==> src/rtl/mod241_chunk_accum.sv <==
// Streaming mod-241 accumulator for per-chunk partial residues of a 400-bit operand.
// It emits one canonical residue per frame, with the beat count and a framing-error flag.
module mod241_chunk_accum #(
  parameter int N_CHUNKS = 67
) (
  input  logic       clk,
  input  logic       rst_n,
  input  logic       in_valid,
  output logic       in_ready,
  input  logic [7:0] in_data,
  input  logic       in_last,
  output logic       out_valid,
  input  logic       out_ready,
  output logic [7:0] out_res,
  output logic [6:0] out_count,
  output logic       out_err
);

  typedef enum logic [1:0] {S_IDLE, S_ACC, S_DONE} state_t;

  localparam logic [6:0] LIMIT = 7'(N_CHUNKS);

  state_t     state_q, state_d;
  logic [7:0] acc_q, acc_d;
  logic [6:0] cnt_q, cnt_d;
  logic [7:0] res_q, res_d;
  logic [6:0] count_q, count_d;
  logic       err_q, err_d;

  logic       beat;
  logic [8:0] sum;
  logic [7:0] acc_red;
  logic [6:0] cnt_inc;
  logic       at_limit;

  // Operands never exceed 240 + 255 = 495, so at most two subtractions are needed.
  function automatic logic [7:0] red241(input logic [8:0] s);
    if (s >= 9'd482)
      return 8'(s - 9'd482);
    else if (s >= 9'd241)
      return 8'(s - 9'd241);
    else
      return s[7:0];
  endfunction

  always_comb begin
    in_ready  = (state_q != S_DONE);
    out_valid = (state_q == S_DONE);
    beat      = in_valid && in_ready;
    sum       = {1'b0, (state_q == S_ACC) ? acc_q : 8'd0} + {1'b0, in_data};
    acc_red   = red241(sum);
    cnt_inc   = ((state_q == S_ACC) ? cnt_q : 7'd0) + 7'd1;
    at_limit  = (cnt_inc == LIMIT);

    state_d = state_q;
    acc_d   = acc_q;
    cnt_d   = cnt_q;
    res_d   = res_q;
    count_d = count_q;
    err_d   = err_q;

    case (state_q)
      S_IDLE, S_ACC: begin
        if (beat) begin
          acc_d   = acc_red;
          cnt_d   = cnt_inc;
          state_d = S_ACC;
          // A long frame is cut at the limit; the next beat opens a new frame.
          if (in_last || at_limit) begin
            state_d = S_DONE;
            res_d   = acc_red;
            count_d = cnt_inc;
            err_d   = (in_last != at_limit);
          end
        end
      end
      S_DONE: begin
        if (out_ready) begin
          state_d = S_IDLE;
          acc_d   = 8'd0;
          cnt_d   = 7'd0;
        end
      end
      default: state_d = S_IDLE;
    endcase
  end

  always_ff @(posedge clk) begin
    if (!rst_n) begin
      state_q <= S_IDLE;
      acc_q   <= 8'd0;
      cnt_q   <= 7'd0;
      res_q   <= 8'd0;
      count_q <= 7'd0;
      err_q   <= 1'b0;
    end else begin
      state_q <= state_d;
      acc_q   <= acc_d;
      cnt_q   <= cnt_d;
      res_q   <= res_d;
      count_q <= count_d;
      err_q   <= err_d;
    end
  end

  assign out_res   = res_q;
  assign out_count = count_q;
  assign out_err   = err_q;

endmodule

==> config.mk <==
export PLATFORM = sky130hd
export DESIGN_NAME = mod241_chunk_accum
export DESIGN_NICKNAME = d
export VERILOG_FILES = /design/src/rtl/mod241_chunk_accum.sv
export SDC_FILE = /design/constraint.sdc
export NUM_CORES = 1
export LEC_CHECK = 0
export CORE_ASPECT_RATIO = 1.1
export CORE_MARGIN = 10
export CORE_UTILIZATION = 50
export CTS_CLUSTER_DIAMETER = 150
export DETAILED_ROUTE_END_ITERATION = 16
export MAX_ROUTING_LAYER = met4
export PLACE_DENSITY = 0.82
export SLEW_MARGIN = 0
export SYNTH_ARGS = -nofsm -noshare
export SYNTH_HDL_FRONTEND = slang
export SYNTH_SLANG_ARGS = --single-unit
==> constraint.sdc <==
create_clock -name clk -period 6.2 [get_ports clk]
set_input_delay 1.24 -clock clk [delete_from_list [all_inputs] [get_ports clk]]
set_output_delay 1.24 -clock clk [all_outputs]
set_load 0.02 [all_outputs]
== Yosys cells after proc, flatten, opt, wreduce, memory -nomap -nowiden ==
Index checks and enable logic that the tools add are counted.
Word-level totals
  register bits after elaboration: 33
  bits in latches: 0
  RAM bits: 0
  memory bits (read-only): 0
  input port bits: 13
  output and inout bits: 18
  logic and storage cells: 41
  memories kept: 0
Operators by class
  add/subtract/negate cells: 4
  multipliers: 0
  divide/modulo/power cells: 0
  magnitude comparators: 2
  eq/ne operators: 7
  shift operators: 0
  muxes and demuxes: 14
  bitwise operators: 0
  reduce and logical (&&, ||, !) cells: 8
Operators with widths (number)
  $mux 8: 5
  $mux 7: 3
  $pmux 8 s2: 1
  $sub 8x8->8 const B: 2
  $pmux 7 s2: 1
  $add 8x8->9: 1
  $ge 9x8->1 const B: 1
  $ge 9x9->1 const B: 1
  $add 7x1->7 const B: 1
  $eq 7x7->1 const B: 1
  $mux 2: 3
  $reduce_and 3->1: 2
  $ne 2x2->1 const B: 2
  $pmux 2 s2: 1
  $eq 2x1->1 const B: 1
  $eq 2x2->1 const B: 1
  $logic_not 2->1: 1
  $ne 2x1->1 const B: 1
  $reduce_and 2->1: 1
  $reduce_bool 2->1: 1
  $reduce_or 2->1: 1
  $logic_and 1x1->1: 1
  $logic_or 1x1->1: 1
  $ne 1x1->1: 1

== Logic depth before layout (Yosys ltp) ==
  word-level depth: 8
  gate-level depth with buffers: 16
  depth with buffers taken out: 15

== Worst setup path before layout ==
Ideal clock, no wire load.
  path type: input to register
  start point: input port in_data[0]
  end point: register res_q[2] (netlist: out_res[2])
  setup time: 0.117 ns
  arrival time: 3.799 ns
  required time: 6.083 ns
  path slack: 2.283 ns
  stages on the path: 11
  path buffers: 0
  cell sequence: ha_1 inv_1 fa_1 xor2_1 ha_1 a21boi_0 a31o_2 o21ai_4 and3_1 or3_1 a32o_2
On the way
  longest elaborated chain between the ends: 4
  elaborated cells on any way between the ends: 7
  classes of those cells: 3 x add/sub; 2 x order compare; 2 x mux
Ends and longest elaborated chain
  start: declaration: RTL line 10  | input logic [7:0] in_data,
  $add 8x8->9 *: RTL line 50  | sum = {1'b0, (state_q == S_ACC) ? acc_q : 8'd0} + {1'b0, in_data};
  $sub 8x8->8 or $ge 9x8->1 (tied branches): RTL line 41, 40
  $mux 8: RTL line 40  | else if (s >= 9'd241)
  $mux 8 *: RTL line 38  | if (s >= 9'd482)
  end signal: assignment: RTL line 100  | res_q <= res_d;
  end: declaration: RTL line 26  | logic [7:0] res_q, res_d;
Every way passes the cells marked *; elsewhere a longest branch is shown, timed or not.
A chain may end at the register's enable or synchronous reset.

== Worst setup path in the final report ==
Same ends and word-level chain as after synthesis.

==> out/qor.txt <==
Overflow after GRT: 0
Sequential fraction of the synthesis area: 31.4%
Register bit total from synthesis: 33
Commonest non-fill, non-tap cell in the layout: dfxtp_1
Core area: 4020 um^2
Clk buf depth: 2
Hold_sp: acc_q[3]$_SDFFE_PN0P_
Vias/cell: 5.60
Most frequent cells in the layout: dfxtp_1, clkdlybuf4s50_1, nand2_1, nor2_1
Library cells used by synthesis: 51
CP max FO: 9
Status: complete, no violations
Gr usage total: 14.8%
Gate Count Post-Synth: 252
Vias in the first global route: 1,780
R2R depth: 13
Filler cells: 371
Routability cong.: 0.904
Initial Util: 52.3%
Synth Flop Type: dfxtp_1
Post-CTS setup buffers: 0
Crit Path Category: in2reg
Hold Slack: 0.440 ns
Routed WL per cell: 14.4 um
Non-filler cells, final: 335
P_leak: 1.04 nW
# nets final: 312
Final setup fails: 0
Rows: 24
Number of flops mapped to enable cells by yosys: 0
Pin count of the biggest net entering global routing: 19
Synth warnings: 0
Critical Path Start Type: primary input
Max Clock Skew: 0.00305 ns
Slew @ Worst Pin: 0.732 ns
1st-pass router iterations: 4
Vias: 1,876
Post-route ant nets: 0
Hold Path Class: reg2reg
Setup WS pre-CTS: 1.51 ns
Initial antenna violation count: 0
RR Endpoint: out_res[2]$_SDFFE_PN0P_
DP Wirelength: 3580 um
Post-route minimum period: 4.43 ns
Max cap viols: 0
Critical path arrival: 4.62 ns
CP Capture Type: register
Pwr Density: 200 nW/um^2
# diodes: 0
Die height: 88.0 um
RSZ-0062 raised after global routing: false
Worst EP required: 6.39 ns
Share of post-route cells with drive strength above 1: 7.42%
Max VDD drop: 0.156 mV
Post-route design area: 2550 um^2
Max_slew headroom: 51.0%
Clock sinks: 33
Register-to-register setup slack: 2.00 ns
Tot Pwr: 0.509 mW
Area grow syn2layout: 21.1%
Fin worst setup slack: 1.77 ns
Fraction of registers with async set/reset: 0%
Finished Core Util: 63.3%
Worst-Skew Late Latency: 0.29 ns
Mapped Avg Cell Area: 8.35 um^2
PostCTS Resize Cnt: 0
Setup TNS Final: 0 ns
CP startpoint: in_data[0]
Fin crit share: 71.5%
Die area: 7200 um^2
Placed Instances: 327
Cell Area, Placed: 2450 um^2
Remaining DRCs: 0
FF-to-FF Start: state_q[0]$_SDFFE_PN0P_
Root Buffer: clkbuf_8
Final Max Slew Viols: 0
First-pass GRT wire length: 8340 um
Post-CTS Hold Fix Bufs: 0
Net count after synthesis: 282
Post-Syn Area: 2100 um^2
Top Ports: 31
Routed WL: 4820 um
TritonCTS Buffers: 5
Die width: 81.8 um
Reg clk slew, reported paths: 0.07 ns
CTS tree: built
PortBufs: 30
Critical Path Sink: out_res[2]$_SDFFE_PN0P_
Final Hold Fails: 0
Fmax: 226 MHz
# H-tree levels: 2
Drt first-iter violations: 113
state kept, by name, indices dropped and copies added, names as in the netlist:
name       count
acc_q          8
out_res        8
cnt_q          7
out_count      7
state_q        2
out_err        1
cell usage after synthesis (2+ instances only):
| cell | instances | area [um^2] |
|---|---|---|
| xnor2_1 | 6 | 52.6 |
| and2_1 | 9 | 56.3 |
| nor2_1 | 22 | 82.6 |
| nand2_1 | 26 | 97.6 |
| or3_1 | 2 | 12.5 |
| a21o_1 | 4 | 30.0 |
| xor2_1 | 9 | 78.8 |
| a21oi_1 | 16 | 80.1 |
| a211oi_1 | 5 | 37.5 |
| a22oi_1 | 7 | 52.6 |
| and3_1 | 6 | 37.5 |
| nor3_1 | 5 | 25.0 |
| nor3b_1 | 2 | 15.0 |
| clkbuf_1 | 7 | 26.3 |
| dfxtp_1 | 33 | 661 |
| mux2i_1 | 2 | 20.0 |
| nand3_1 | 7 | 35.0 |
| a32oi_1 | 2 | 17.5 |
| o21ai_1 | 6 | 30.0 |
| o21ai_0 | 8 | 40.0 |
| inv_1 | 11 | 41.3 |
| nor2b_1 | 5 | 31.3 |
| a31oi_1 | 2 | 12.5 |
| ha_1 | 16 | 200 |
| nand4_1 | 4 | 25.0 |
| nand2b_1 | 5 | 31.3 |
power by group:
part | switching (mW) | internal, mW | leakage (nW)
logic | 0.0589 | 0.0438 | 0.720
clock network | 0.0769 | 0.100 | 0.0542
registers | 0.00595 | 0.223 | 0.270
metal layers:
metal / up-vias / track usage [%] / part of all wire [%]
met5: - / - / 0
met4: 0 / 4.64 / 1.3
met3: 9 / 5.23 / 8.0
met2: 53 / 21.0 / 44
met1: 864 / 19.1 / 46
li1: 950 / - / -
final cells by class:
| type | count | area [um^2] | share of cell area, % |
|---|---|---|---|
| timing repair buffer | 31 | 308 | 12.1 |
| inverter | 12 | 45.0 | 1.77 |
| clock buffer | 7 | 96.3 | 3.78 |
| clock inverter | 1 | 5.00 | 0.196 |
| sequential | 33 | 661 | 25.9 |
| tap | 52 | 65.1 | 2.55 |
| multi-input combinational | 199 | 1370 | 53.7 |
cell families (layout without fill, tap and decap cells):
kind of cell / after synthesis / in the layout / share of synthesized area (%)
DFF: 33 / 33 / 31.4
muxes: 2 / 2 / 0.952
and+or+nand+nor: 99 / 99 / 24.4
AOI/OAI and AO/OA: 64 / 64 / 21.4
buffers and inverters: 20 / 51 / 3.57
xor gates and xnor gates: 17 / 17 / 7.79
adders and majority gates: 17 / 17 / 10.5
worst min-delay path by stage:
stage	cells past startpoint	slack, ns	endpoint
finish	2	0.44	acc_q[3]$_SDFFE_PN0P_
global placement	2	0.43	acc_q[5]$_SDFFE_PN0P_
floorplan	2	0.42	acc_q[5]$_SDFFE_PN0P_
detailed placement	2	0.43	acc_q[3]$_SDFFE_PN0P_
CTS	2	0.44	acc_q[3]$_SDFFE_PN0P_
global route	2	0.48	acc_q[6]$_SDFFE_PN0P_
worst max-delay path: stages:
cell and delay [ns]:
clkdlybuf4s50_1 0.46, ha_1 0.16, inv_1 0.06, fa_1 0.40
xor2_1 0.50, ha_1 0.32, a21boi_0 0.35, a31o_2 0.26
o21ai_4 0.08, and3_1 0.20, or3_1 0.36, a32o_2 0.23
Power figures use the tool's default switching activity.
